### src/rtl/stopwatch_pkg.sv
// Shared encodings, digit limits and the BCD next-value helper for the
// mm:ss stopwatch.
package stopwatch_pkg;

    localparam logic [1:0] ST_IDLE  = 2'd0;
    localparam logic [1:0] ST_RUN   = 2'd1;
    localparam logic [1:0] ST_PAUSE = 2'd2;

    typedef enum logic [1:0] {
        S_IDLE  = ST_IDLE,
        S_RUN   = ST_RUN,
        S_PAUSE = ST_PAUSE
    } state_e;

    localparam logic [3:0] LIM_S0 = 4'd9;
    localparam logic [3:0] LIM_S1 = 4'd5;
    localparam logic [3:0] LIM_M0 = 4'd9;
    localparam logic [3:0] LIM_M1 = 4'd5;

    // Next value of one BCD digit: clear wins, an enabled digit at its
    // limit rolls back to zero, otherwise it steps by one.
    function automatic logic [3:0] bcd_next(input logic [3:0] q,
                                            input logic [3:0] lim,
                                            input logic       en,
                                            input logic       clr);
        logic [3:0] r;
        r = q;
        if (clr)
            r = 4'd0;
        else if (en)
            r = (q == lim) ? 4'd0 : q + 4'd1;
        return r;
    endfunction

endpackage

### src/rtl/bcd_digit.sv
// One BCD counter digit with synchronous clear, enable and a configurable
// roll-over limit; at_lim flags the carry condition for the next digit.
module bcd_digit
    import stopwatch_pkg::*;
(
    input  logic       clk,
    input  logic       rst_n,
    input  logic       clr,
    input  logic       en,
    input  logic [3:0] limit,
    output logic [3:0] q,
    output logic       at_lim
);

    logic [3:0] q_q, q_d;

    // Next-value selection shared with the display shadow in the top.
    always_comb begin
        q_d = bcd_next(q_q, limit, en, clr);
    end

    // Digit register.
    always_ff @(posedge clk or negedge rst_n) begin
        if (!rst_n)
            q_q <= 4'd0;
        else
            q_q <= q_d;
    end

    assign q      = q_q;
    assign at_lim = (q_q == limit);

endmodule

### src/rtl/stopwatch_ctrl.sv
// Run/pause/clear/lap controller for a 4-digit mm:ss BCD stopwatch.
// Optional feature macro: LAP_FREEZE_EN (lap freezes the display bus).
// Without it the lap input is ignored and display always equals count.
module stopwatch_ctrl
    import stopwatch_pkg::*;
#(
    parameter int TICK_DIV = 100_000_000,
    parameter int DIV_W    = 27
)(
    input  logic        clk,
    input  logic        rst_n,
    input  logic        start_stop,
    input  logic        lap,
    input  logic        clear,
    output logic [15:0] count,
    output logic [15:0] display,
    output logic        running,
    output logic        lap_active,
    output logic        wrap
);

    // Digit order matches the count bus: index 3 is m1, index 0 is s0.
    localparam logic [3:0][3:0] LIMS = {LIM_M1, LIM_M0, LIM_S1, LIM_S0};

    state_e           st_q, st_d;
    logic [DIV_W-1:0] presc_q, presc_d;
    logic             tick;
    logic [3:0]       en;
    logic [3:0]       at_lim;
    logic [3:0][3:0]  dig;
    logic [15:0]      count_next;
    logic             running_q, wrap_q;

    assign tick = (st_q == S_RUN) && (presc_q == DIV_W'(TICK_DIV - 1));

    // Carry cascade resolves fully within the tick cycle.
    assign en[0] = tick;
    assign en[1] = en[0] & at_lim[0];
    assign en[2] = en[1] & at_lim[1];
    assign en[3] = en[2] & at_lim[2];

    for (genvar i = 0; i < 4; i++) begin : g_dig
        bcd_digit u_dig (
            .clk    (clk),
            .rst_n  (rst_n),
            .clr    (clear),
            .en     (en[i]),
            .limit  (LIMS[i]),
            .q      (dig[i]),
            .at_lim (at_lim[i])
        );
    end

    assign count = dig;

    // Value the digits will hold next cycle, used for same-cycle display mirroring.
    always_comb begin
        count_next = '0;
        for (int i = 0; i < 4; i++)
            count_next[i*4 +: 4] = bcd_next(dig[i], LIMS[i], en[i], clear);
    end

    // Next state and prescaler; clear outranks start_stop, and a tick in the
    // same cycle as start_stop is still counted because the digits see it.
    always_comb begin
        st_d    = st_q;
        presc_d = presc_q;
        if (clear) begin
            st_d = S_IDLE;
        end else if (start_stop) begin
            case (st_q)
                S_IDLE:  st_d = S_RUN;
                S_RUN:   st_d = S_PAUSE;
                S_PAUSE: st_d = S_RUN;
                default: st_d = S_IDLE;
            endcase
        end
        case (st_q)
            S_RUN:   presc_d = tick ? '0 : presc_q + 1'b1;
            S_PAUSE: presc_d = presc_q;
            default: presc_d = '0;
        endcase
        if (clear)
            presc_d = '0;
    end

    // State, prescaler and status flag registers.
    always_ff @(posedge clk or negedge rst_n) begin
        if (!rst_n) begin
            st_q      <= S_IDLE;
            presc_q   <= '0;
            running_q <= 1'b0;
            wrap_q    <= 1'b0;
        end else begin
            st_q      <= st_d;
            presc_q   <= presc_d;
            running_q <= (st_d == S_RUN);
            wrap_q    <= tick && !clear && (dig == 16'h5959);
        end
    end

    assign running = running_q;
    assign wrap    = wrap_q;

`ifdef LAP_FREEZE_EN
    logic        lap_q, lap_d;
    logic [15:0] disp_q, disp_d;

    // Lap toggle: only RUN can freeze, RUN or PAUSE can release; a lap pulse
    // sharing a cycle with clear or start_stop is dropped.
    always_comb begin
        lap_d = lap_q;
        if (clear)
            lap_d = 1'b0;
        else if (lap && !start_stop) begin
            if (lap_q)
                lap_d = 1'b0;
            else if (st_q == S_RUN)
                lap_d = 1'b1;
        end
        disp_d = lap_d ? disp_q : count_next;
    end

    // Lap flag and display shadow registers.
    always_ff @(posedge clk or negedge rst_n) begin
        if (!rst_n) begin
            lap_q  <= 1'b0;
            disp_q <= 16'h0000;
        end else begin
            lap_q  <= lap_d;
            disp_q <= disp_d;
        end
    end

    assign display    = disp_q;
    assign lap_active = lap_q;
`else
    logic        unused_lap;
    logic [15:0] unused_next;
    assign unused_lap  = lap;
    assign unused_next = count_next;
    assign display     = count;
    assign lap_active  = 1'b0;
`endif

endmodule
### config.mk
export PLATFORM = sky130hd
export DESIGN_NAME = stopwatch_ctrl
export DESIGN_NICKNAME = d
export VERILOG_FILES = /design/src/rtl/stopwatch_pkg.sv /design/src/rtl/bcd_digit.sv /design/src/rtl/stopwatch_ctrl.sv
export SDC_FILE = /design/constraint.sdc
export NUM_CORES = 1
export LEC_CHECK = 0
export BUFFER_PORTS_ARGS = -buffer_cell sky130_fd_sc_hd__clkbuf_2
export CORE_MARGIN = 3
export CORE_UTILIZATION = 61
export CTS_BUF_LIST = sky130_fd_sc_hd__clkbuf_16
export DETAILED_ROUTE_END_ITERATION = 6
export GPL_TIMING_DRIVEN = 0
export PLACE_DENSITY = 0.86
export SETUP_SLACK_MARGIN = 0.05
export SYNTH_ARGS = -nofsm -noshare
export SYNTH_HDL_FRONTEND = slang
export SYNTH_SLANG_ARGS = --single-unit
export TNS_END_PERCENT = 5
### constraint.sdc
create_clock -name clk -period 3.5 [get_ports clk]
set_input_delay 0.7 -clock clk [delete_from_list [all_inputs] [get_ports clk]]
set_output_delay 0.7 -clock clk [all_outputs]
set_load 0.01 [all_outputs]
==> results of run 1 <==
metrics by stage:
| step | setup WS, ps | hold slack (ps) | power, µW | std cells |
|---|---|---|---|---|
| after global routing | 957 | 534 | 1070 | 392 |
| final | 1140 | 524 | 1040 | 392 |
| after CTS | 1170 | 519 | 1050 | 392 |
| after global placement | 1180 | 492 | 610 | 386 |
| after floorplan | 1540 | 404 | 588 | 299 |
| after detailed placement | 1150 | 511 | 611 | 386 |
worst max-delay path, stage by stage, from the launching register on:
cell	delay, ps
dfrtp_1	440
nor4b_1	370
and4_1	230
clkbuf_1	320
a21oi_1	130
o21bai_2	340
buf_2	310
nor2_1	90
how the worst max path moves through the flow:
stage,startpoint,to,depth (start not counted)
detailed placement,clear,presc_q[25],7
global placement,clear,presc_q[17],7
finish,presc_q[17],presc_q[25],7
CTS,presc_q[17],presc_q[20],7
global route,presc_q[1],presc_q[18],7
floorplan,presc_q[0],g_dig[1].u_dig.q[2],7
final cells by class:
| type | count | area [µm²] | area share |
|---|---|---|---|
| multi-input cells | 219 | 1330 | 0.433 |
| flip-flops and latches | 47 | 1180 | 0.381 |
| repair buffers | 37 | 185 | 0.0601 |
| plain buffers | 28 | 178 | 0.0576 |
| clock buffers | 5 | 125 | 0.0406 |
| well taps | 50 | 62.6 | 0.0203 |
| inverters | 5 | 18.8 | 0.00609 |
| clock inverters | 1 | 3.75 | 0.00122 |
layout by cell type (no fill, tap or decap), types with 3 or more instances in the layout:
master and count:
clkbuf_2 37, nand2_1 26, nor2_1 33, nor2b_1 4
a21oi_1 21, buf_4 18, xnor2_1 6, and2_1 3
o21ai_0 12, nor3_1 8, xor2_1 13, clkbuf_1 6
nand3_1 16, and3_1 4, ha_1 9, dfrtp_1 47
nand4_1 14, clkbuf_16 5, a31oi_1 7, nand2b_1 3
nor4_1 5, or4_1 4, inv_1 6, or3_1 9
buf_2 4
cell families (layout without fill, tap and decap cells):
kind of cell,Yosys count,count (layout)
compound gates,46,46
simple gates,141,141
flops,47,47
fa+ha+maj,9,9
buf+inv,33,76
other cells,1,1
xor+xnor,19,19
mux,3,3
state kept, by name, indices dropped and copies added, names as in the netlist:
register and flops:
running 1, g_dig.u_dig.q 16, presc_q 27, wrap 1, st_q 2
where the power goes:
part	internal [µW]	switching, µW
registers	548	4.34
clock network	254	182
logic	13.3	36.1
layer usage:
metal / track usage / vias to the layer above / part of all wire
met2: 0.382 / 97 / 0.48
met1: 0.318 / 1144 / 0.43
li1: - / 1132 / -
met4: 0.0820 / 0 / 0.016
met3: 0.0565 / 13 / 0.068
met5: 0 / - / 0
==> impl_metrics.env, run 1 <==
export IMPL_status="complete, no violations"
export IMPL_finalWirelength_um=6030
export IMPL_postSynthNetCount=313
export IMPL_core_area_um2=4140
export IMPL_cts_setup_buffers=0
export IMPL_drc_errors=0
export IMPL_hold_path_startpoint="presc_q[24]"
export IMPL_setup_viol=0
export IMPL_syn_to_final_growth_pct=13.9
export IMPL_synthTopCellsByArea="dfrtp_1 43%, buf_4 5.0%, nor2_1 4.6%, xor2_1 4.2%, ha_1 4.2%"
export IMPL_reg2reg_slack_ps=1140
export IMPL_cts_buffer_depth=2
export IMPL_synth_area_leader_cell="dfrtp_1"
export IMPL_grt_overflow_total=0
export IMPL_slew_headroom=0.221
export IMPL_antenna_found_initial=0
export IMPL_place_congestion=0.804
export IMPL_postCtsHoldBufs=0
export IMPL_dr_total_vias=2386
export IMPL_synth_simple_area_share=0.278
export IMPL_drt_pass1_iterations=7
export IMPL_min_to="presc_q[24]"
export IMPL_fillerInstances=303
export IMPL_synth_distinct_cells=41
export IMPL_arrival_ps=2520
export IMPL_grt_pass1_wl_um=9980
export IMPL_grt_pass1_vias=2188
export IMPL_synth_common_cells="47 x dfrtp_1, 33 x nor2_1, 26 x nand2_1"
export IMPL_hold_viol=0
export IMPL_drtAntennaViolNets=0
export IMPL_synth_edf_count=0
export IMPL_clkLatencyLatePin_ps=280
export IMPL_fp_dieW_um=72.6
export IMPL_max_freq_mhz=423
export IMPL_worst_pin_slew_ps=1170
export IMPL_cts_resized=0
export IMPL_period_minus_slack_ps=2360
export IMPL_synth_xor_area_frac=0.0615
export IMPL_htree_levels=2
export IMPL_start_util=0.653
export IMPL_clkTransAtPathRegs_ps=60
export IMPL_hold_path_class="reg -> reg"
export IMPL_root_buffer="clkbuf_16"
export IMPL_nNetsFinal=357
export IMPL_grt_max_degree=48
export IMPL_cts_tree="yes"
export IMPL_fp_dieH_um=72.6
export IMPL_vias_per_cell=6.09
export IMPL_syn_area_um2=2710
export IMPL_cts_buffers=5
export IMPL_place_hpwl_um=4080
export IMPL_finalCritPeriodShare=0.675
export IMPL_hold_path_cell_count=1
export IMPL_cts_sinks=47
export IMPL_rows=23
export IMPL_p_per_area_nw_per_um2=337
export IMPL_cellLeakagePower_uw=0.00139
export IMPL_tns_ps=0
export IMPL_syn_avg_cell_area_um2=9.05
export IMPL_portBuffers=37
export IMPL_cp_max_fo=10
export IMPL_reg2reg_depth=7
export IMPL_syn_inst=299
export IMPL_fin_util=0.744
export IMPL_vdd_drop_max_uv=251
export IMPL_place_area_um2=2950
export IMPL_critPathKind="reg -> reg"
export IMPL_synthMuxAreaShare=0.0116
export IMPL_r2r_start="presc_q[17]"
export IMPL_grt_setup_unrepaired="no"
export IMPL_yosysTopAreaCellShare=0.435
export IMPL_grt_total_usage=0.238
export IMPL_synth_adder_area_share=0.0416
export IMPL_yosysMostFrequentCell="dfrtp_1"
export IMPL_synth_flop_cell="dfrtp_1"
export IMPL_layout_drive_gt1_share=0.205
export IMPL_critPathLaunchType="register"
export IMPL_ios=40
export IMPL_wire_per_inst_um=15.4
export IMPL_clock_skew_ps=5.16
export IMPL_drt_initial_drc_count=233
export IMPL_synth_compound_area_share=0.0985
export IMPL_async_reset_ff_frac=1.00
export IMPL_yosys_warnings=0
export IMPL_drv_slew=0
export IMPL_rr_endpoint="presc_q[25]"
export IMPL_stdcell_area_um2=3080
export IMPL_synth_sequential_area_ratio=0.435
export IMPL_die_area_um2=5270
export IMPL_worstPathRequired_ps=3660
export IMPL_drv_cap=0
export IMPL_end_kind="register"
export IMPL_synth_top_family_by_area="simple AND/OR/NAND/NOR gates"
export IMPL_ys_ff_latch=47
export IMPL_diodes=0
(Power assumes the default switching activity.)
==> run 2: changes to the inputs <==
--- a/config.mk
+++ b/config.mk
@@ -7,11 +7,11 @@
 export LEC_CHECK = 0
 export BUFFER_PORTS_ARGS = -buffer_cell sky130_fd_sc_hd__clkbuf_2
 export CORE_MARGIN = 3
-export CORE_UTILIZATION = 61
+export CORE_UTILIZATION = 57
 export CTS_BUF_LIST = sky130_fd_sc_hd__clkbuf_16
 export DETAILED_ROUTE_END_ITERATION = 6
 export GPL_TIMING_DRIVEN = 0
-export PLACE_DENSITY = 0.86
+export PLACE_DENSITY = 0.82
 export SETUP_SLACK_MARGIN = 0.05
 export SYNTH_ARGS = -nofsm -noshare
 export SYNTH_HDL_FRONTEND = slang
==> constraint.sdc (replaced) <==
create_clock -name clk -period 2.3 [get_ports clk]
set_input_delay 0.46 -clock clk [delete_from_list [all_inputs] [get_ports clk]]
set_output_delay 0.46 -clock clk [all_outputs]
set_load 0.01 [all_outputs]
==> run 2 against run 1 <==
Against the previous run: maximum frequency grew 10%; clock-buffer cell count unchanged; cell count up 1.5%; die area increased by 6.4%; worst hold slack worse by 120 ps; first-iteration DRC count decreased by 47%; clock power increased by 53%; total power up 53%; cell area up 2.8%; highest routed layer unchanged.
==> impl_metrics.env, run 2 (synthesis gave the netlist of run 1 again) <==
export IMPL_status="complete, no violations"
export IMPL_worst_slack_ps=153
export IMPL_cts_tree="yes"
export IMPL_clock_skew_ps=6.25
export IMPL_ios=40
export IMPL_drc_errors=0
export IMPL_final_common_cell="dfrtp_1"
export IMPL_portBuffers=37
export IMPL_clkTransAtPathRegs_ps=60
export IMPL_grt_max_degree=48
export IMPL_fin_hold_ws_ps=405
export IMPL_layout_drive_gt1_share=0.240
export IMPL_grt_total_usage=0.219
export IMPL_hold_viol=0
export IMPL_root_buffer="clkbuf_16"
export IMPL_antenna_found_initial=0
export IMPL_p_per_area_nw_per_um2=501
export IMPL_largest_reg_flops=27
export IMPL_worst_pin_slew_ps=1170
export IMPL_grt_pass1_vias=2078
export IMPL_place_congestion=0.849
export IMPL_clkLatencyLatePin_ps=280
export IMPL_critPathKind="reg -> reg"
export IMPL_period_minus_slack_ps=2150
export IMPL_dr_total_vias=2317
export IMPL_final_cell_mix="45 x dfrtp_1, 37 x clkbuf_2, 32 x nor2_1, 26 x nand2_1, 25 x buf_4"
export IMPL_top_layer_used="met4"
export IMPL_wl_met2_um=2800
export IMPL_grt_setup_unrepaired="no"
export IMPL_drv_cap=0
export IMPL_cts_buffer_depth=2
export IMPL_die_area_um2=5610
export IMPL_grt_overflow_total=0
export IMPL_drt_pass1_iterations=4
export IMPL_cts_buffers=5
export IMPL_core_area_um2=4470
export IMPL_fillerInstances=363
export IMPL_place_hpwl_um=3970
export IMPL_rows=24
export IMPL_fp_dieH_um=74.9
export IMPL_diodes=0
export IMPL_syn_to_final_growth_pct=17.2
export IMPL_critPathLaunchType="register"
export IMPL_cellLeakagePower_uw=0.00142
export IMPL_fp_dieW_um=74.9
export IMPL_nNetsFinal=361
export IMPL_finalWirelength_um=5780
export IMPL_reg2reg_depth=8
export IMPL_place_ws_ps=9.48
export IMPL_top_register="presc_q"
export IMPL_drv_slew=0
export IMPL_cp_max_fo=10
export IMPL_drt_initial_drc_count=123
export IMPL_arrival_ps=2350
export IMPL_vdd_drop_max_uv=352
export IMPL_start_util=0.605
export IMPL_grt_pass1_wl_um=9560
export IMPL_max_freq_mhz=466
export IMPL_hold_path_class="in -> async"
export IMPL_wire_per_inst_um=14.5
export IMPL_worstPathRequired_ps=2510
export IMPL_postCtsHoldBufs=0
export IMPL_htree_levels=2
export IMPL_vias_per_cell=5.82
export IMPL_drtAntennaViolNets=0
export IMPL_cts_sinks=47
export IMPL_slew_headroom=0.218
export IMPL_setup_viol=0
export IMPL_met1Wirelength_um=2620
export IMPL_finalCritPeriodShare=0.934
export IMPL_wl_met3_um=280
export IMPL_tns_ps=0
export IMPL_end_kind="register"
## run 2: changes by cell type in the layout (fill, tap and decap cells not counted), sizes merged
cell / delta
buf: +6
clkbuf: -2
## run 2: cell type report
class	instances	area (µm²)	area share
multi-input cells	219	1380	0.434
clock buffers	5	125	0.0395
well taps	52	65.1	0.0205
repair buffers	43	230	0.0726
clock inverters	1	3.75	0.00118
inverters	5	18.8	0.00592
flip-flops and latches	47	1180	0.372
plain buffers	26	173	0.0545
## run 2: worst paths after layout
check	startpoint	to	slack [ps]
setup / recovery	presc_q[0]	g_dig[1].u_dig.q[0]	150
hold / removal	rst_n	g_dig[0].u_dig.q[0]	410
setup reg to reg	presc_q[0]	g_dig[1].u_dig.q[0]	150
hold reg to reg	presc_q[23]	presc_q[23]	520
max in group asynchronous	rst_n	presc_q[0]	1100
min in group clk	start_stop	st_q[0]	510
## run 2: layer usage
layer | track usage | vias to the layer above
li1 | - | 1132
met1 | 0.280 | 1117
met2 | 0.372 | 59
met3 | 0.0387 | 9
met4 | 0.0751 | 0
met5 | 0 | -
## run 2: repair_timing
action,in CTS,in global routing
setup endpoints to repair,19,24
setup buffers,0,6
pin swaps,1,1
resized for setup,0,13
## run 2: power by group
part	total, µW	switching [µW]	internal [µW]
logic	81.5	56.9	24.6
registers	842	8.63	834
clock network	665	279	386
total	1590	344	1240
## run 2: through the flow
stage,cells,power (µW),instance area (µm²),util
6_report,398,1590,3170,0.709
5_1_grt,398,1640,3170,0.709
4_1_cts,393,1590,3080,0.689
3_5_place_dp,388,930,2960,0.661
3_3_place_gp,388,928,2960,0.661
2_1_floorplan,299,895,2710,-
## run 2: worst max-delay path, stage by stage (launching register included)
cell     delay [ps]
dfrtp_2         420
ha_4            170
nand3_1         140
nor4_4          330
buf_4           190
nand3_2         120
buf_4           200
or3_1           350
a21oi_1         140
==> run 3: changes to the inputs <==
--- a/config.mk
+++ b/config.mk
@@ -7,7 +7,7 @@
 export LEC_CHECK = 0
 export BUFFER_PORTS_ARGS = -buffer_cell sky130_fd_sc_hd__clkbuf_2
 export CORE_MARGIN = 3
-export CORE_UTILIZATION = 57
+export CORE_UTILIZATION = 58
 export CTS_BUF_LIST = sky130_fd_sc_hd__clkbuf_16
 export DETAILED_ROUTE_END_ITERATION = 6
 export GPL_TIMING_DRIVEN = 0
@@ -15,5 +15,6 @@
 export SETUP_SLACK_MARGIN = 0.05
 export SYNTH_ARGS = -nofsm -noshare
 export SYNTH_HDL_FRONTEND = slang
+export SYNTH_HIERARCHICAL = 1
 export SYNTH_SLANG_ARGS = --single-unit
 export TNS_END_PERCENT = 5
==> run 3 against run 2 <==
Against the previous run: non-clock buffer count is 10 higher; sequential power is 0.7% higher; via count is 8.9% higher; flip-flop and latch count unchanged.
==> impl_metrics.env, run 3 <==
export IMPL_status="complete, no violations"
export IMPL_nNetsFinal=395
export IMPL_drc_errors=0
export IMPL_synth_common_cells="47 x dfrtp_1, 33 x nand2_1, 26 x nor2_1"
export IMPL_cts_sinks=47
export IMPL_layout_drive_gt1_share=0.311
export IMPL_final_common_cell="dfrtp_1"
export IMPL_largest_reg_flops=27
export IMPL_syn_avg_cell_area_um2=9.71
export IMPL_top_register="presc_q"
export IMPL_dr_total_vias=2523
export IMPL_p_per_area_nw_per_um2=524
export IMPL_r2r_start="presc_q[0]"
export IMPL_drtAntennaViolNets=0
export IMPL_diodes=0
export IMPL_clkLatencyLatePin_ps=290
export IMPL_start_util=0.621
export IMPL_finalCritPeriodShare=0.993
export IMPL_tns_ps=0
export IMPL_worstPathRequired_ps=2500
export IMPL_drt_initial_drc_count=330
export IMPL_place_hpwl_um=4320
export IMPL_clkTransAtPathRegs_ps=70
export IMPL_slew_headroom=0.214
export IMPL_root_buffer="clkbuf_16"
export IMPL_grt_setup_unrepaired="yes"
export IMPL_synth_area_leader_cell="dfrtp_1"
export IMPL_rows=25
export IMPL_cts_tree="yes"
export IMPL_end_kind="register"
export IMPL_yosysMostFrequentCell="dfrtp_1"
export IMPL_syn_inst=314
export IMPL_yosysTopAreaCellShare=0.386
export IMPL_setup_viol=0
export IMPL_period_minus_slack_ps=2280
export IMPL_ys_ff_latch=47
export IMPL_grt_pass1_vias=2460
export IMPL_htree_levels=2
export IMPL_startpoint="presc_q[0]"
export IMPL_synth_flop_cell="dfrtp_1"
export IMPL_grt_pass1_wl_um=11600
export IMPL_cts_buffer_depth=2
export IMPL_wire_per_inst_um=14.8
export IMPL_reg2reg_slack_ps=20
export IMPL_crit_path_end="g_dig[3].u_dig/q[2]"
export IMPL_synth_sequential_area_ratio=0.386
export IMPL_place_area_um2=3380
export IMPL_syn_to_final_growth_pct=21.6
export IMPL_final_cell_mix="45 x dfrtp_1, 38 x clkbuf_2, 32 x nand2_1, 32 x buf_4, 26 x nor2_1"
export IMPL_grt_max_degree=48
export IMPL_hold_viol=0
export IMPL_cp_max_fo=6
export IMPL_arrival_ps=2480
export IMPL_drt_pass1_iterations=4
export IMPL_grt_total_usage=0.235
export IMPL_vias_per_cell=5.57
export IMPL_yosys_warnings=6
export IMPL_stdcell_area_um2=3710
export IMPL_portBuffers=37
export IMPL_max_freq_mhz=438
export IMPL_die_area_um2=6170
export IMPL_cellLeakagePower_uw=0.00166
export IMPL_synthTopCellsByArea="dfrtp_1 39%, xor2_1 5.5%, buf_4 4.7%, nand2_1 4.1%, nor2_1 3.2%"
export IMPL_fp_dieH_um=78.5
export IMPL_cts_buffers=5
export IMPL_fillerInstances=351
export IMPL_place_congestion=0.787
export IMPL_critPathKind="reg -> reg"
export IMPL_grt_overflow_total=0
export IMPL_critPathLaunchType="register"
export IMPL_core_area_um2=4910
export IMPL_vdd_drop_max_uv=393
export IMPL_async_reset_ff_frac=1.00
export IMPL_syn_area_um2=3050
export IMPL_antenna_found_initial=0
export IMPL_fp_dieW_um=78.5
export IMPL_clock_skew_ps=3.61
export IMPL_ios=40
export IMPL_synth_distinct_cells=48
export IMPL_finalWirelength_um=6700
export IMPL_worst_pin_slew_ps=1180
export IMPL_rr_endpoint="g_dig[3].u_dig/q[2]"
export IMPL_hold_path_class="in -> async"
export IMPL_drv_cap=0
export IMPL_synth_edf_count=0
export IMPL_reg2reg_depth=9
export IMPL_drv_slew=0
[run 3: cell types whose count changed after synthesis, sizes merged, moves of 5 or more]
cell | previous run | this run
and4 | 2 | 8
o32ai | 0 | 8
nand4 | 14 | 6
o21ai | 12 | 5
nand3b | 0 | 6
a31oi | 7 | 12
or3 | 9 | 0
a21oi | 21 | 6
or2b | 0 | 9
xor2 | 13 | 19
nand3 | 17 | 10
nand2 | 26 | 33
[run 3: cells by family (layout without fill, tap and decap cells)]
| group | count (synthesis) | count (layout) | synth area share |
|---|---|---|---|
| AOI/OAI and AO/OA | 46 | 46 | 0.113 |
| DFF | 47 | 47 | 0.386 |
| buffers and inverters | 36 | 93 | 0.0779 |
| and+or+nand+nor | 138 | 138 | 0.279 |
| other | 2 | 17 | 0.00246 |
| muxes | 11 | 11 | 0.0381 |
| adders and majority gates | 5 | 5 | 0.0205 |
| xor gates and xnor gates | 29 | 29 | 0.0833 |
[run 3: layout make-up]
| cell class | count | area, µm² | share of cell area |
|---|---|---|---|
| Tap cell | 67 | 83.8 | 0.0226 |
| Timing Repair Buffer | 50 | 283 | 0.0762 |
| Clock inverter | 3 | 67.6 | 0.0182 |
| Multi-Input combinational cell | 246 | 1730 | 0.467 |
| Buffer | 29 | 215 | 0.0580 |
| Clock buffer | 5 | 125 | 0.0337 |
| Sequential cell | 47 | 1180 | 0.318 |
| Inverter | 6 | 22.5 | 0.00607 |
[run 3: metal layers]
layer	part of all wire	up-vias	track usage
li1	-	1242	-
met1	0.45	1202	0.310
met2	0.49	68	0.388
met3	0.046	11	0.0367
met4	0.017	0	0.0927
met5	0	-	0
[run 3: what timing repair did]
| action | 4_1_cts | 5_1_grt |
|---|---|---|
| resized for setup | 9 | 8 |
| endpoints found under the setup margin | 5 | 8 |
| hold endpoints to repair | 0 | 0 |
| pin swaps | 3 | 4 |
| hold buffers | 0 | 0 |
| setup buffers | 8 | 5 |
| gates cloned | 0 | 0 |
[run 3: worst min path at each step]
stage	to	cells past startpoint	slack [ps]
6_report	presc_q[22]	1	390
5_1_grt	presc_q[22]	1	490
4_1_cts	presc_q[22]	1	440
3_5_place_dp	presc_q[26]	1	470
3_3_place_gp	presc_q[26]	1	470
2_1_floorplan	g_dig[0].u_dig/q[0]	0	160
[run 3: critical path, cell delays in order (launching register included)]
cell,delay (ps)
dfrtp_1,400
ha_4,160
nor4bb_1,190
and4_1,260
and4_4,250
and3_4,200
and2_4,180
nand2_2,50
mux2_4,270
o32ai_2,250
[run 3: through the flow]
stage / power, µW / instances / utilization / hold WS [ps] / setup slack (ps)
after floorplan: 952 / 329 / - / 164 / 105
after global placement: 999 / 433 / 0.687 / 474 / -158
after detailed placement: 1000 / 433 / 0.687 / 471 / -243
after CTS: 1940 / 449 / 0.747 / 438 / 8.44
after global routing: 2010 / 453 / 0.755 / 487 / -61.7
final: 1940 / 453 / 0.755 / 395 / 17.0
[run 3: report_power, final]
| group | leakage, µW | internal (µW) | total (µW) | switching, µW |
|---|---|---|---|---|
| clock network | 0.0000900 | 623 | 950 | 327 |
| registers | 0.000650 | 836 | 848 | 12.1 |
| logic | 0.000921 | 52.8 | 146 | 92.9 |
